### config.mk
export PLATFORM = sky130hd
export DESIGN_NAME = imm_decode_stage_flat
export DESIGN_NICKNAME = d
export VERILOG_FILES = /design/src/rtl/imm_decode_stage_if.sv /design/src/rtl/imm_decode_stage.sv /design/src/flat_wrapper.sv
export SDC_FILE = /design/constraint.sdc
export NUM_CORES = 1
export LEC_CHECK = 0
export CORE_MARGIN = 1.5
export CORE_UTILIZATION = 57
export CTS_CLUSTER_SIZE = 16
export DETAILED_ROUTE_END_ITERATION = 16
export GPL_ROUTABILITY_DRIVEN = 0
export PLACE_DENSITY = 0.85
export SETUP_SLACK_MARGIN = 0.3
export SLEW_MARGIN = 20
export SYNTH_ARGS = -nofsm -noshare
export SYNTH_HDL_FRONTEND = slang
export SYNTH_SLANG_ARGS = --single-unit
### constraint.sdc
create_clock -name clk_i -period 7.8 [get_ports clk_i]
set_input_delay 1.56 -clock clk_i [delete_from_list [all_inputs] [get_ports clk_i]]
set_output_delay 1.56 -clock clk_i [all_outputs]
set_load 0.005 [all_outputs]
### src/rtl/imm_decode_stage_if.sv
`default_nettype none
// +--------------------------------------------------------------------+
// | imm_decode_stage_if : handshake/payload bundle for imm_decode_stage |
// | Revision 1.0                                                        |
// +--------------------------------------------------------------------+
interface imm_decode_stage_if #(
   parameter int XLEN = 32
);
   logic            valid_i;
   logic            ready_o;
   logic [31:0]     instruction_i;
   logic            valid_o;
   logic            ready_i;
   logic [XLEN-1:0] Immediate_o;
   logic [2:0]      fmt_o;
   logic            unknown_o;
   logic [31:0]     instr_o;

   modport slave (
      input  valid_i, instruction_i, ready_i,
      output ready_o, valid_o, Immediate_o, fmt_o, unknown_o, instr_o
   );

   modport master (
      output valid_i, instruction_i, ready_i,
      input  ready_o, valid_o, Immediate_o, fmt_o, unknown_o, instr_o
   );
endinterface
`default_nettype wire

### src/rtl/imm_decode_stage.sv
`default_nettype none
// +--------------------------------------------------------------------+
// | imm_decode_stage : RV32I immediate decode with two-entry skid stage |
// | Revision 1.0                                                        |
// +--------------------------------------------------------------------+
module imm_decode_stage #(
   parameter int XLEN       = 32,
   parameter bit PASS_INSTR = 1'b1
) (
   input  wire logic          clk_i,
   input  wire logic          rst_i,
   input  wire logic          flush_i,
   imm_decode_stage_if.slave  bus
);
   localparam logic [2:0] FMT_NONE = 3'd0;
   localparam logic [2:0] FMT_I    = 3'd1;
   localparam logic [2:0] FMT_S    = 3'd2;
   localparam logic [2:0] FMT_B    = 3'd3;
   localparam logic [2:0] FMT_U    = 3'd4;
   localparam logic [2:0] FMT_J    = 3'd5;
   localparam logic [2:0] FMT_Z    = 3'd6;

   logic [31:0]     ins;
   logic [63:0]     imm64;
   logic [XLEN-1:0] dec_imm;
   logic [2:0]      dec_fmt;
   logic            dec_unk;

   assign ins = bus.instruction_i;

   // Build every immediate at 64 bits, then truncate to XLEN.
   always_comb begin
      imm64   = 64'd0;
      dec_fmt = FMT_NONE;
      dec_unk = 1'b0;
      case (ins[6:0])
         7'b0010011, 7'b0000011, 7'b1100111: begin
            dec_fmt = FMT_I;
            imm64   = {{52{ins[31]}}, ins[31:20]};
         end
         7'b0100011: begin
            dec_fmt = FMT_S;
            imm64   = {{52{ins[31]}}, ins[31:25], ins[11:7]};
         end
         7'b1100011: begin
            dec_fmt = FMT_B;
            imm64   = {{51{ins[31]}}, ins[31], ins[7], ins[30:25], ins[11:8], 1'b0};
         end
         7'b0110111, 7'b0010111: begin
            dec_fmt = FMT_U;
            imm64   = {{32{ins[31]}}, ins[31:12], 12'h000};
         end
         7'b1101111: begin
            dec_fmt = FMT_J;
            imm64   = {{43{ins[31]}}, ins[31], ins[19:12], ins[20], ins[30:21], 1'b0};
         end
         7'b1110011: begin
            if (ins[14]) begin
               dec_fmt = FMT_Z;
               imm64   = {59'd0, ins[19:15]};
            end
         end
         7'b0110011, 7'b0001111: dec_fmt = FMT_NONE;
         default:                dec_unk = 1'b1;
      endcase
   end

   assign dec_imm = imm64[XLEN-1:0];

   logic            main_valid_q, main_valid_d;
   logic [XLEN-1:0] main_imm_q,   main_imm_d;
   logic [2:0]      main_fmt_q,   main_fmt_d;
   logic            main_unk_q,   main_unk_d;
   logic [31:0]     main_instr_q, main_instr_d;
   logic            skid_valid_q, skid_valid_d;
   logic [XLEN-1:0] skid_imm_q,   skid_imm_d;
   logic [2:0]      skid_fmt_q,   skid_fmt_d;
   logic            skid_unk_q,   skid_unk_d;
   logic [31:0]     skid_instr_q, skid_instr_d;
   logic            ready_q,      ready_d;
   logic            accept;
   logic            drain;

   assign accept = bus.valid_i & ready_q;
   assign drain  = main_valid_q & bus.ready_i;

   always_comb begin
      main_valid_d = main_valid_q;
      main_imm_d   = main_imm_q;
      main_fmt_d   = main_fmt_q;
      main_unk_d   = main_unk_q;
      main_instr_d = main_instr_q;
      skid_valid_d = skid_valid_q;
      skid_imm_d   = skid_imm_q;
      skid_fmt_d   = skid_fmt_q;
      skid_unk_d   = skid_unk_q;
      skid_instr_d = skid_instr_q;
      if (flush_i) begin
         main_valid_d = 1'b0;
         skid_valid_d = 1'b0;
      end else if (skid_valid_q && drain) begin
         // ready_q is low whenever skid is full, so no accept competes here.
         main_valid_d = 1'b1;
         main_imm_d   = skid_imm_q;
         main_fmt_d   = skid_fmt_q;
         main_unk_d   = skid_unk_q;
         main_instr_d = skid_instr_q;
         skid_valid_d = 1'b0;
      end else if (!main_valid_q || drain) begin
         main_valid_d = accept;
         if (accept) begin
            main_imm_d   = dec_imm;
            main_fmt_d   = dec_fmt;
            main_unk_d   = dec_unk;
            main_instr_d = ins;
         end
      end else if (accept) begin
         skid_valid_d = 1'b1;
         skid_imm_d   = dec_imm;
         skid_fmt_d   = dec_fmt;
         skid_unk_d   = dec_unk;
         skid_instr_d = ins;
      end
      ready_d = ~skid_valid_d;
   end

   always_ff @(posedge clk_i or posedge rst_i) begin
      if (rst_i) begin
         main_valid_q <= 1'b0;
         main_imm_q   <= '0;
         main_fmt_q   <= FMT_NONE;
         main_unk_q   <= 1'b0;
         main_instr_q <= 32'd0;
         skid_valid_q <= 1'b0;
         skid_imm_q   <= '0;
         skid_fmt_q   <= FMT_NONE;
         skid_unk_q   <= 1'b0;
         skid_instr_q <= 32'd0;
         ready_q      <= 1'b1;
      end else begin
         main_valid_q <= main_valid_d;
         main_imm_q   <= main_imm_d;
         main_fmt_q   <= main_fmt_d;
         main_unk_q   <= main_unk_d;
         main_instr_q <= main_instr_d;
         skid_valid_q <= skid_valid_d;
         skid_imm_q   <= skid_imm_d;
         skid_fmt_q   <= skid_fmt_d;
         skid_unk_q   <= skid_unk_d;
         skid_instr_q <= skid_instr_d;
         ready_q      <= ready_d;
      end
   end

   assign bus.valid_o     = main_valid_q;
   assign bus.ready_o     = ready_q;
   assign bus.Immediate_o = main_imm_q;
   assign bus.fmt_o       = main_fmt_q;
   assign bus.unknown_o   = main_unk_q;

   generate
      if (PASS_INSTR) begin : g_pass_instr
         assign bus.instr_o = main_instr_q;
      end else begin : g_tie_instr
         assign bus.instr_o = 32'd0;
      end
   endgenerate
endmodule
`default_nettype wire

### src/flat_wrapper.sv
// flat-port wrapper written by rule: the top's interface ports become plain ports
module imm_decode_stage_flat 
#(
   parameter int XLEN       = 32,
   parameter bit PASS_INSTR = 1'b1
)
  (clk_i, rst_i, flush_i, bus_valid_i, bus_instruction_i, bus_ready_i, bus_ready_o, bus_valid_o, bus_Immediate_o, bus_fmt_o, bus_unknown_o, bus_instr_o);
  imm_decode_stage_if #(.XLEN(XLEN)) bus_i ();
  input  wire logic clk_i;
  input  wire logic rst_i;
  input  wire logic flush_i;
  input wire logic [$bits(bus_i.valid_i)-1:0] bus_valid_i;
  input wire logic [$bits(bus_i.instruction_i)-1:0] bus_instruction_i;
  input wire logic [$bits(bus_i.ready_i)-1:0] bus_ready_i;
  output wire logic [$bits(bus_i.ready_o)-1:0] bus_ready_o;
  output wire logic [$bits(bus_i.valid_o)-1:0] bus_valid_o;
  output wire logic [$bits(bus_i.Immediate_o)-1:0] bus_Immediate_o;
  output wire logic [$bits(bus_i.fmt_o)-1:0] bus_fmt_o;
  output wire logic [$bits(bus_i.unknown_o)-1:0] bus_unknown_o;
  output wire logic [$bits(bus_i.instr_o)-1:0] bus_instr_o;
  assign bus_i.valid_i = bus_valid_i;
  assign bus_i.instruction_i = bus_instruction_i;
  assign bus_i.ready_i = bus_ready_i;
  assign bus_ready_o = bus_i.ready_o;
  assign bus_valid_o = bus_i.valid_o;
  assign bus_Immediate_o = bus_i.Immediate_o;
  assign bus_fmt_o = bus_i.fmt_o;
  assign bus_unknown_o = bus_i.unknown_o;
  assign bus_instr_o = bus_i.instr_o;
  imm_decode_stage #(.XLEN(XLEN), .PASS_INSTR(PASS_INSTR)) u_core (.clk_i(clk_i), .rst_i(rst_i), .flush_i(flush_i), .bus(bus_i));
endmodule
==> results of run 1 <==
sequential cells by signal (all words and copies together), names as in the netlist:
| name | flops |
|---|---|
| u_core.bus.instr_o | 32 |
| u_core.skid_unk_q | 1 |
| u_core.skid_valid_q | 1 |
| u_core.bus.Immediate_o | 32 |
| u_core.bus.fmt_o | 3 |
| u_core.skid_imm_q | 32 |
| u_core.bus.unknown_o | 1 |
| u_core.bus.valid_o | 1 |
| u_core.skid_instr_q | 32 |
| u_core.bus.ready_o | 1 |
| u_core.skid_fmt_q | 3 |
worst max-delay path, cell delays in order:
cell and delay (ps):
sky130_fd_sc_hd__clkdlybuf4s50_1 720, sky130_fd_sc_hd__and2_2 370, sky130_fd_sc_hd__o2111ai_1 820, sky130_fd_sc_hd__and2_1 490, sky130_fd_sc_hd__a21oi_1 140
layout make-up:
| type | instances | area [sq um] |
|---|---|---|
| clock inverters | 11 | 192.7 |
| well taps | 140 | 175.2 |
| multi-input cells | 533 | 2654 |
| flip-flops and latches | 139 | 3480 |
| repair buffers | 113 | 1114 |
| fillers | 771 | 2808 |
| clock buffers | 19 | 441.7 |
| inverters | 5 | 23.77 |
power breakdown:
| part | internal (uW) | switching (uW) |
|---|---|---|
| combinational | 178 | 169 |
| sequential | 849 | 76.3 |
| clock | 565 | 298 |
| total | 1590 | 543 |
logic make-up after synthesis:
group / after synthesis
buffers and inverters: 62
and+or+nand+nor: 360
AOI/OAI and AO/OA: 173
DFF: 139
metal layers:
layer  vias to the layer above  track usage (%)  wire [microns]
met5                         -                0               0
met4                         0            13.91             563
met3                        63            7.233            1425
met2                       288            47.72            8245
met1                      2818            41.89            6839
li1                       2661                -               -
layout by cell type (no fill, tap or decap), drive strengths merged, types with 16 or more instances in the layout:
cell / netlist / routed
nand2: 227 / 227
dfrtp: 138 / 138
clkdlybuf4s50: 0 / 106
nor2: 72 / 72
a31oi: 45 / 45
a21oi: 42 / 42
o21ai: 32 / 32
nand3: 22 / 22
clkbuf: 28 / 19
a211oi: 16 / 16
worst max-delay path by stage:
stage	startpoint	to	slack, ps	cells past startpoint
floorplan	rst_i	u_core.bus.Immediate_o[0]	2520	1
global placement	bus_instruction_i[6]	u_core.skid_imm_q[28]	3680	5
detailed placement	bus_instruction_i[6]	u_core.skid_imm_q[24]	3600	5
CTS	bus_instruction_i[6]	u_core.skid_imm_q[26]	4130	5
global route	bus_instruction_i[6]	u_core.skid_imm_q[28]	3880	5
finish	bus_instruction_i[6]	u_core.skid_imm_q[26]	4080	5
stage by stage:
step | total power (uW) | utilization (%) | hold slack, ps | setup slack [ps]
finish | 2136 | 74.21 | 477.0 | 4084
global route | 2228 | 74.21 | 503.1 | 3875
CTS | 2142 | 74.21 | 477.1 | 4131
detailed placement | 1278 | 68.39 | 462.7 | 3601
global placement | 1255 | 68.39 | 457.3 | 3685
floorplan | 1091 | - | 444.7 | 2517
==> run_summary.xml, run 1 <==
<?xml version="1.0" encoding="UTF-8"?>
<metrics>
  <group name="status">
    <metric name="status" unit="">finished, final reports clean</metric>
  </group>
  <group name="setup_path">
    <metric name="worst_setup_path_end_kind" unit="">flop</metric>
    <metric name="critPathRequiredTime" unit="ps">8190</metric>
    <metric name="critical_path_class" unit="">primary input to flop</metric>
    <metric name="worst_ep_arrival_time" unit="ps">4110</metric>
    <metric name="critical_path.max_fanout" unit="">20</metric>
    <metric name="worstSetupStartpointType" unit="">primary input</metric>
    <metric name="crit-reg2reg-launch" unit="">u_core.bus.ready_o</metric>
    <metric name="r2r_depth" unit="">5</metric>
    <metric name="reg2reg_setup_slack" unit="ps">5320</metric>
    <metric name="rr_endpoint" unit="">u_core.bus.Immediate_o[14]</metric>
  </group>
  <group name="clocking">
    <metric name="postCtsSetupRepairBufs" unit="">0</metric>
    <metric name="root_driver" unit="">sky130_fd_sc_hd__clkbuf_8</metric>
    <metric name="worstSkewPairLatency" unit="ps">530</metric>
    <metric name="cts.reportedPaths.clkPinSlew" unit="ps">60</metric>
    <metric name="clock_sinks" unit="">139</metric>
    <metric name="cts_tree" unit="">done</metric>
    <metric name="hold_fix_buffers_at_cts" unit="">0</metric>
    <metric name="cts_max_level" unit="">4</metric>
    <metric name="numCtsBuffers" unit="">17</metric>
    <metric name="clockBufferDepth" unit="">2</metric>
    <metric name="cts_resized" unit="">0</metric>
  </group>
  <group name="worst_hold_path">
    <metric name="min_to" unit="">u_core.skid_instr_q[24]</metric>
    <metric name="min_from" unit="">u_core.skid_instr_q[24]</metric>
    <metric name="min_path_cells" unit="">2</metric>
    <metric name="worst_hold_path_type" unit="">flop to flop</metric>
  </group>
  <group name="sta">
    <metric name="worst_slew_margin_rel" unit="%">33.22</metric>
    <metric name="period_needed" unit="ps">3716</metric>
    <metric name="fmax" unit="GHz">0.2691</metric>
    <metric name="rsz0062_at_grt" unit="">no</metric>
    <metric name="final.period_utilization" unit="%">47.64</metric>
    <metric name="setup_viol" unit="">0</metric>
    <metric name="tightest_slew" unit="ps">1001</metric>
    <metric name="finalMaxSlewViolations" unit="">0</metric>
    <metric name="finalClockSkew" unit="ps">5.851</metric>
    <metric name="hold_viol" unit="">0</metric>
    <metric name="setup_total_negative_slack" unit="ps">0</metric>
  </group>
  <group name="yosys">
    <metric name="synth_most_common_cell" unit="">sky130_fd_sc_hd__nand2_1</metric>
    <metric name="synthFlopType" unit="">sky130_fd_sc_hd__dfrtp_1</metric>
    <metric name="synth_mux_area_share" unit="%">0</metric>
    <metric name="postSynthNetCount" unit="">771</metric>
    <metric name="synth_top_cells_by_count" unit="">sky130_fd_sc_hd__nand2_1 (227), sky130_fd_sc_hd__dfrtp_1 (138), sky130_fd_sc_hd__nor2_1 (72), sky130_fd_sc_hd__a31oi_1 (45), sky130_fd_sc_hd__a21oi_1 (41)</metric>
    <metric name="synthCells" unit="">734</metric>
    <metric name="synth_compound_area_share" unit="%">17.67</metric>
    <metric name="yosys.area_share.xor_xnor" unit="%">0</metric>
    <metric name="netlist_area" unit="sq mm">0.006407</metric>
    <metric name="synth_enable_flop_cells" unit="">0</metric>
    <metric name="synthSimpleGateAreaFrac" unit="%">23.55</metric>
    <metric name="adder_and_majority_gate_portion_of_the_synthesized_area" unit="%">0</metric>
    <metric name="postSynth.asyncResetShare" unit="%">100.0</metric>
    <metric name="synth-seq-area-share" unit="%">54.31</metric>
    <metric name="synth_top_cell_by_area" unit="">sky130_fd_sc_hd__dfrtp_1</metric>
    <metric name="yosys.area.top_type_share" unit="%">53.90</metric>
    <metric name="synth_top_cells_by_area" unit="">sky130_fd_sc_hd__dfrtp_1 (54%), sky130_fd_sc_hd__nand2_1 (13%), sky130_fd_sc_hd__a31oi_1 (4.4%)</metric>
    <metric name="avgSynthCellArea" unit="sq um">8.729</metric>
    <metric name="synth_seq_cells" unit="">139</metric>
    <metric name="yosysUniqueCellTypes" unit="">50</metric>
    <metric name="largest_family_of_logic_cells_by_synthesized_area" unit="">simple AND/OR/NAND/NOR gates</metric>
    <metric name="synth_warnings" unit="">0</metric>
  </group>
  <group name="route">
    <metric name="antenna_left" unit="">0</metric>
    <metric name="wl" unit="mm">17.07</metric>
    <metric name="drc_errors" unit="">0</metric>
    <metric name="detailedRoute.firstPassIterationCount" unit="">5</metric>
    <metric name="detail_route.vias_per_cell" unit="">6.073</metric>
    <metric name="vias" unit="">5830</metric>
    <metric name="wl_per_cell" unit="microns">17.78</metric>
    <metric name="first_iter_violations" unit="">679</metric>
  </group>
  <group name="global_route">
    <metric name="grt_antenna_before_repair" unit="">0</metric>
    <metric name="aggregate_global_routing_overflow" unit="">0</metric>
    <metric name="largest_net_degree_at_the_start_of_global_routing" unit="">91</metric>
    <metric name="grt_pass1_wl" unit="mm">28.08</metric>
    <metric name="gr-usage-all-layers" unit="%">30.97</metric>
    <metric name="vias_in_the_first_global_route" unit="">5732</metric>
  </group>
  <group name="finish">
    <metric name="diodes" unit="">0</metric>
    <metric name="nNetsFinal" unit="">846</metric>
    <metric name="layout-drive-gt1-share" unit="%">6.341</metric>
    <metric name="finished_layout_cell_area" unit="sq mm">0.008080</metric>
    <metric name="area_growth" unit="%">26.11</metric>
    <metric name="instances_no_fill" unit="">960</metric>
  </group>
  <group name="pwr">
    <metric name="power.density_cell_area" unit="mW/mm^2">264.3</metric>
    <metric name="cellLeakagePower" unit="uW">0.003474</metric>
    <metric name="max-vdd-ir-drop" unit="mV">0.1513</metric>
  </group>
  <group name="floorplanning">
    <metric name="core-area" unit="sq mm">0.01089</metric>
    <metric name="fp.dieArea" unit="sq mm">0.01189</metric>
    <metric name="io-pin-count" unit="">107</metric>
    <metric name="floorplan.rows" unit="">38</metric>
    <metric name="chipWidth" unit="microns">109.0</metric>
    <metric name="die_height" unit="microns">109.0</metric>
    <metric name="initial_core_util" unit="%">58.85</metric>
  </group>
  <group name="placed_design">
    <metric name="postPlaceCellArea" unit="sq mm">0.007446</metric>
    <metric name="detailedPlacementHpwl" unit="mm">10.69</metric>
    <metric name="dp.cells" unit="">930</metric>
    <metric name="number_of_i_o_port_buffers" unit="">106</metric>
  </group>
  <group name="flow_run">
    <metric name="max_cap_violations" unit="">0</metric>
  </group>
</metrics>
Note: power is estimated with default switching activity, not from simulation.
==> run 2, diff against run 1 <==
CORE_UTILIZATION = 53   (was 57)
PLACE_DENSITY = 0.8   (was 0.85)
clock period = 3.5 ns   (was 7.8 ns; I/O delays follow)
==> run 2 against run 1 <==
Power is 110% higher. Via count is 1.1% higher. Count of clock-buffer cells in the layout is 6 higher. Highest routed layer unchanged. Routed wire length is 3.1% higher. Utilization is 4.3 points lower. Sequential share of layout area is 0.23 points lower. Die area is 7.3% higher. Largest power group unchanged. Global-route usage is 2.0 points lower. Clock skew hardly changed. Critical path type unchanged. First-iteration DRC count is 11% lower.
==> run_summary.xml, run 2 (same netlist as run 1, synthesis figures left out) <==
<?xml version="1.0" encoding="UTF-8"?>
<metrics>
  <group name="status">
    <metric name="status" unit="">finished, final reports clean</metric>
  </group>
  <group name="setup_path">
    <metric name="r2r_depth" unit="">4</metric>
    <metric name="reg2reg_setup_slack" unit="ps">1310</metric>
    <metric name="critical_path_class" unit="">primary input to flop</metric>
    <metric name="critical_path.max_fanout" unit="">20</metric>
    <metric name="critPathRequiredTime" unit="ps">3820</metric>
    <metric name="critical_path.startpoint" unit="">bus_instruction_i[6]</metric>
    <metric name="rr_endpoint" unit="">u_core.skid_fmt_q[1]</metric>
    <metric name="worstSetupEndpoint" unit="">u_core.bus.Immediate_o[14]</metric>
    <metric name="worst_ep_arrival_time" unit="ps">2850</metric>
    <metric name="worstSetupStartpointType" unit="">primary input</metric>
    <metric name="worst_setup_path_end_kind" unit="">flop</metric>
    <metric name="crit-reg2reg-launch" unit="">u_core.bus.ready_o</metric>
  </group>
  <group name="sta">
    <metric name="tightest_slew" unit="ps">645.4</metric>
    <metric name="period_needed" unit="ps">2531</metric>
    <metric name="rsz0062_at_grt" unit="">no</metric>
    <metric name="setup_total_negative_slack" unit="ps">0</metric>
    <metric name="holdWs" unit="ps">475.7</metric>
    <metric name="setup_viol" unit="">0</metric>
    <metric name="worst_slew_margin_rel" unit="%">56.84</metric>
    <metric name="hold_viol" unit="">0</metric>
    <metric name="final.period_utilization" unit="%">72.32</metric>
    <metric name="fmax" unit="GHz">0.3951</metric>
    <metric name="finalMaxSlewViolations" unit="">0</metric>
    <metric name="finalClockSkew" unit="ps">5.913</metric>
  </group>
  <group name="finish">
    <metric name="instances_no_fill" unit="">976</metric>
    <metric name="layout-drive-gt1-share" unit="%">7.443</metric>
    <metric name="nNetsFinal" unit="">857</metric>
    <metric name="mostFrequentLayoutCells" unit="">sky130_fd_sc_hd__nand2_1 (227), sky130_fd_sc_hd__dfrtp_1 (138), sky130_fd_sc_hd__clkdlybuf4s50_1 (106)</metric>
    <metric name="layout.cells.most_common" unit="">sky130_fd_sc_hd__nand2_1</metric>
    <metric name="post-route-util" unit="%">69.95</metric>
    <metric name="diodes" unit="">0</metric>
    <metric name="area_growth" unit="%">26.79</metric>
  </group>
  <group name="floorplanning">
    <metric name="floorplan.rows" unit="">39</metric>
    <metric name="io-pin-count" unit="">107</metric>
    <metric name="initial_core_util" unit="%">55.17</metric>
    <metric name="die_height" unit="microns">113.0</metric>
    <metric name="chipWidth" unit="microns">113.0</metric>
    <metric name="core-area" unit="sq mm">0.01161</metric>
    <metric name="fp.dieArea" unit="sq mm">0.01276</metric>
  </group>
  <group name="placed_design">
    <metric name="number_of_i_o_port_buffers" unit="">106</metric>
    <metric name="detailedPlacementHpwl" unit="mm">11.73</metric>
    <metric name="dp.cells" unit="">944</metric>
  </group>
  <group name="global_route">
    <metric name="grt_antenna_before_repair" unit="">0</metric>
    <metric name="largest_net_degree_at_the_start_of_global_routing" unit="">86</metric>
    <metric name="grt_pass1_wl" unit="mm">28.84</metric>
    <metric name="vias_in_the_first_global_route" unit="">5821</metric>
    <metric name="gr-usage-all-layers" unit="%">28.98</metric>
    <metric name="aggregate_global_routing_overflow" unit="">0</metric>
  </group>
  <group name="clocking">
    <metric name="clockBufferDepth" unit="">2</metric>
    <metric name="cts.reportedPaths.clkPinSlew" unit="ps">60</metric>
    <metric name="hold_fix_buffers_at_cts" unit="">0</metric>
    <metric name="root_driver" unit="">sky130_fd_sc_hd__clkbuf_16</metric>
    <metric name="numCtsBuffers" unit="">17</metric>
    <metric name="cts_tree" unit="">done</metric>
    <metric name="clock_sinks" unit="">139</metric>
    <metric name="postCtsSetupRepairBufs" unit="">0</metric>
    <metric name="cts_max_level" unit="">4</metric>
    <metric name="cts_resized" unit="">0</metric>
    <metric name="worstSkewPairLatency" unit="ps">420</metric>
  </group>
  <group name="route">
    <metric name="first_iter_violations" unit="">603</metric>
    <metric name="vias" unit="">5897</metric>
    <metric name="drc_errors" unit="">0</metric>
    <metric name="wl" unit="mm">17.59</metric>
    <metric name="detail_route.vias_per_cell" unit="">6.042</metric>
    <metric name="antenna_left" unit="">0</metric>
    <metric name="wl_per_cell" unit="microns">18.03</metric>
    <metric name="detailedRoute.firstPassIterationCount" unit="">6</metric>
  </group>
  <group name="pwr">
    <metric name="max-vdd-ir-drop" unit="mV">0.4014</metric>
    <metric name="cellLeakagePower" unit="uW">0.003510</metric>
    <metric name="design_power_total" unit="uW">4565</metric>
    <metric name="power.density_cell_area" unit="mW/mm^2">561.9</metric>
  </group>
  <group name="flow_run">
    <metric name="max_cap_violations" unit="">0</metric>
  </group>
  <group name="worst_hold_path">
    <metric name="worst_hold_path_type" unit="">flop to flop</metric>
  </group>
</metrics>
[run 2: cell types whose count changed in the layout (fill, tap and decap cells not counted), sizes merged]
| cell | before | now |
|---|---|---|
| inv | 5 | 3 |
| clkbuf | 19 | 25 |
| clkinv | 4 | 6 |
| bufinv | 5 | 1 |
| buf | 7 | 18 |
[run 2: final cells by class]
type	count	area, sq um
Multi-Input combinational cell	533	2654
Fill cell	872	3490
Clock inverter	7	62.56
Tap cell	143	178.9
Inverter	5	22.52
Sequential cell	139	3480
Timing Repair Buffer	124	1221
Clock buffer	25	505.5
[run 2: metrics by stage]
stage,setup slack (ps),area [sq um]
final,968.9,8124
after global placement,690.5,7556
after floorplan,1066,6411
after global routing,846.4,8124
after detailed placement,586.0,7556
after CTS,1008,8124
[run 2: worst max-delay path, cell delays in order]
cell and delay [ps]:
sky130_fd_sc_hd__clkdlybuf4s50_1 880, sky130_fd_sc_hd__and2_2 320, sky130_fd_sc_hd__o21ai_0 150, sky130_fd_sc_hd__o311a_1 510
sky130_fd_sc_hd__a211oi_1 290
[run 2: worst min-delay path by stage]
stage | startpoint | end | slack, ps | cells past startpoint
floorplan | u_core.skid_fmt_q[0] | u_core.skid_fmt_q[0] | 440 | 2
global placement | u_core.skid_instr_q[31] | u_core.skid_instr_q[31] | 460 | 2
detailed placement | u_core.skid_instr_q[10] | u_core.skid_instr_q[10] | 460 | 2
CTS | u_core.skid_instr_q[10] | u_core.skid_instr_q[10] | 480 | 2
global route | u_core.skid_instr_q[10] | u_core.skid_instr_q[10] | 500 | 2
finish | u_core.skid_instr_q[31] | u_core.skid_instr_q[31] | 480 | 2
[run 2: per-layer routing]
metal / global-route usage (%) / part of all wire, % / up-vias
li1: - / - / 2690
met1: 39.24 / 42 / 2856
met2: 45.20 / 47 / 311
met3: 5.892 / 8.0 / 40
met4: 14.00 / 2.8 / 0
met5: 0 / 0 / -
[run 2: where the power goes]
group / switching (uW) / internal, uW
clock: 658 / 1060
sequential: 165 / 1890
combinational: 377 / 407
total: 1200 / 3360
==> run 3, diff against run 2 <==
clock period = 2.4 ns   (was 3.5 ns; I/O delays follow)
==> run 3 against run 2 <==
Utilization is 2.5 points higher. Clock skew about the same. Via count up 3.0%. Critical path depth did not move. Setup slack lost 630 ps. Register-to-register slack worse by 820 ps. Non-clock buffer count increased by 30. Critical endpoint is now u_core.skid_imm_q[23]. Sequential share of layout area decreased by 1.5 points. Largest power group unchanged. Design area rose by 3.5%.
==> run_summary.xml, run 3 (same netlist as run 1, synthesis figures left out) <==
<?xml version="1.0" encoding="UTF-8"?>
<metrics>
  <group name="status">
    <metric name="status" unit="">finished, final reports clean</metric>
  </group>
  <group name="sta">
    <metric name="tightest_slew" unit="ps">601.7</metric>
    <metric name="hold_viol" unit="">0</metric>
    <metric name="period_needed" unit="ps">2064</metric>
    <metric name="setup_viol" unit="">0</metric>
    <metric name="finalClockSkew" unit="ps">6.179</metric>
    <metric name="setup_total_negative_slack" unit="ps">0</metric>
    <metric name="holdWs" unit="ps">476.3</metric>
    <metric name="final.period_utilization" unit="%">85.99</metric>
    <metric name="finalMaxSlewViolations" unit="">0</metric>
    <metric name="worst_slew_margin_rel" unit="%">59.80</metric>
    <metric name="rsz0062_at_grt" unit="">no</metric>
    <metric name="fmax" unit="GHz">0.4845</metric>
  </group>
  <group name="placed_design">
    <metric name="dp.cells" unit="">974</metric>
    <metric name="detailedPlacementHpwl" unit="mm">12.54</metric>
    <metric name="postPlaceCellArea" unit="sq mm">0.007831</metric>
    <metric name="number_of_i_o_port_buffers" unit="">106</metric>
  </group>
  <group name="finish">
    <metric name="layout.cells.most_common" unit="">sky130_fd_sc_hd__nand2_1</metric>
    <metric name="instances_no_fill" unit="">1007</metric>
    <metric name="finished_layout_cell_area" unit="sq mm">0.008412</metric>
    <metric name="mostFrequentLayoutCells" unit="">sky130_fd_sc_hd__nand2_1 (227), sky130_fd_sc_hd__dfrtp_1 (138), sky130_fd_sc_hd__clkdlybuf4s50_1 (105)</metric>
    <metric name="layout-drive-gt1-share" unit="%">11.12</metric>
    <metric name="area.sequential" unit="sq mm">0.003480</metric>
    <metric name="nNetsFinal" unit="">887</metric>
    <metric name="layout.filler_cells" unit="">874</metric>
    <metric name="area_growth" unit="%">31.28</metric>
    <metric name="multi_input_comb_area" unit="sq mm">0.002656</metric>
  </group>
  <group name="pwr">
    <metric name="design_power_total" unit="uW">6708</metric>
    <metric name="share_comb_of_total_power" unit="%">17.8</metric>
    <metric name="power.density_cell_area" unit="mW/mm^2">797.4</metric>
    <metric name="clkPwrFrac" unit="%">37.4</metric>
    <metric name="power_switching" unit="uW">1840</metric>
    <metric name="intPower" unit="uW">4868</metric>
    <metric name="netSwitchingFraction" unit="%">27.43</metric>
    <metric name="seq_power_share" unit="%">44.8</metric>
    <metric name="cellLeakagePower" unit="uW">0.003679</metric>
    <metric name="max-vdd-ir-drop" unit="mV">0.4161</metric>
  </group>
  <group name="floorplanning">
    <metric name="die_height" unit="microns">113.0</metric>
    <metric name="fp.dieArea" unit="sq mm">0.01276</metric>
    <metric name="core-area" unit="sq mm">0.01161</metric>
    <metric name="initial_core_util" unit="%">55.17</metric>
    <metric name="io-pin-count" unit="">107</metric>
    <metric name="chipWidth" unit="microns">113.0</metric>
    <metric name="floorplan.rows" unit="">39</metric>
  </group>
  <group name="setup_path">
    <metric name="critical_path.max_fanout" unit="">12</metric>
    <metric name="critPathRequiredTime" unit="ps">2680</metric>
    <metric name="critical_path_class" unit="">primary input to flop</metric>
    <metric name="worst_setup_path_end_kind" unit="">flop</metric>
    <metric name="worstSetupStartpointType" unit="">primary input</metric>
    <metric name="worst_ep_arrival_time" unit="ps">2340</metric>
  </group>
  <group name="global_route">
    <metric name="largest_net_degree_at_the_start_of_global_routing" unit="">49</metric>
    <metric name="grt_antenna_before_repair" unit="">1</metric>
    <metric name="gr-usage-all-layers" unit="%">29.22</metric>
    <metric name="aggregate_global_routing_overflow" unit="">0</metric>
    <metric name="grt_pass1_wl" unit="mm">29.31</metric>
    <metric name="vias_in_the_first_global_route" unit="">5850</metric>
  </group>
  <group name="route">
    <metric name="first_iter_violations" unit="">529</metric>
    <metric name="wl" unit="mm">18.29</metric>
    <metric name="drc_errors" unit="">0</metric>
    <metric name="detailedRoute.firstPassIterationCount" unit="">5</metric>
    <metric name="vias" unit="">6071</metric>
    <metric name="detail_route.vias_per_cell" unit="">6.029</metric>
    <metric name="wl_per_cell" unit="microns">18.16</metric>
    <metric name="antenna_left" unit="">0</metric>
  </group>
  <group name="clocking">
    <metric name="numCtsBuffers" unit="">17</metric>
    <metric name="postCtsSetupRepairBufs" unit="">0</metric>
    <metric name="cts.reportedPaths.clkPinSlew" unit="ps">60</metric>
    <metric name="root_driver" unit="">sky130_fd_sc_hd__clkbuf_16</metric>
    <metric name="cts_max_level" unit="">4</metric>
    <metric name="cts_tree" unit="">done</metric>
    <metric name="worstSkewPairLatency" unit="ps">420</metric>
    <metric name="clock_sinks" unit="">139</metric>
    <metric name="clockBufferDepth" unit="">2</metric>
  </group>
  <group name="worst_hold_path">
    <metric name="worst_hold_path_type" unit="">primary input to asynchronous set/reset pin</metric>
  </group>
  <group name="flow_run">
    <metric name="max_cap_violations" unit="">0</metric>
  </group>
</metrics>
==> run 3: changes by cell type in the layout (fill, tap and decap cells not counted), moves of 2 or more <==
cell,change
sky130_fd_sc_hd__buf_12,+4
sky130_fd_sc_hd__clkinv_4,+5
sky130_fd_sc_hd__clkinv_2,-2
sky130_fd_sc_hd__clkbuf_1,-3
sky130_fd_sc_hd__clkbuf_8,-3
sky130_fd_sc_hd__clkinvlp_4,+2
sky130_fd_sc_hd__buf_4,+26
==> run 3: cell type report <==
type | instances | area share (%)
diodes | 1 | 0.02975
clock buffers | 19 | 5.384
clock inverters | 13 | 1.428
inverters | 5 | 0.2677
multi-input cells | 533 | 31.58
flip-flops and latches | 139 | 41.37
well taps | 143 | 2.127
repair buffers | 154 | 17.82
==> run 3: critical path, cell delays in order <==
cell,delay (ps)
sky130_fd_sc_hd__clkdlybuf4s50_1,780
sky130_fd_sc_hd__nor2_2,120
sky130_fd_sc_hd__o2111ai_1,350
sky130_fd_sc_hd__and2_1,450
sky130_fd_sc_hd__a21oi_1,160
==> run 3: power by group through the flow <==
| stage | logic [uW] | clock network [uW] | registers (uW) |
|---|---|---|---|
| after floorplan | 552 | 0 | 2990 |
| after global placement | 1130 | 0 | 3010 |
| after detailed placement | 1180 | 0 | 3030 |
| after CTS | 1190 | 2530 | 3000 |
| after global routing | 1310 | 2620 | 3050 |
| final | 1190 | 2510 | 3010 |
==> run 3: worst paths after layout <==
kind,slack [ps],to,cells past startpoint,start
worst min-delay path,480,u_core.bus.instr_o[16],2,rst_i
max in group asynchronous,1280,u_core.bus.Immediate_o[27],3,rst_i
worst max register to register,490,u_core.skid_fmt_q[1],4,u_core.bus.ready_o
worst min register to register,480,u_core.skid_imm_q[9],2,u_core.skid_imm_q[9]
min in group clk_i,480,u_core.skid_imm_q[9],2,u_core.skid_imm_q[9]
worst max-delay path,340,u_core.skid_imm_q[23],5,bus_instruction_i[2]
==> run 3: stage by stage <==
stage,util [%],setup slack (ps)
after global routing,72.43,302.0
after detailed placement,67.43,-2.718
after CTS,72.37,407.8
final,72.43,336.2
after global placement,67.43,51.50
after floorplan,-,185.7
==> run 3: layer usage <==
metal  GRT usage (%)  part of all wire (%)
met5               0                     0
met4           10.58                   2.5
met3           7.766                   9.4
met2           46.10                    48
met1           39.42                    40
==> run 3: repair_timing <==
action	4_1_cts	5_1_grt
hold buffers	0	0
endpoints found under the setup margin	0	6
resized for setup	0	2
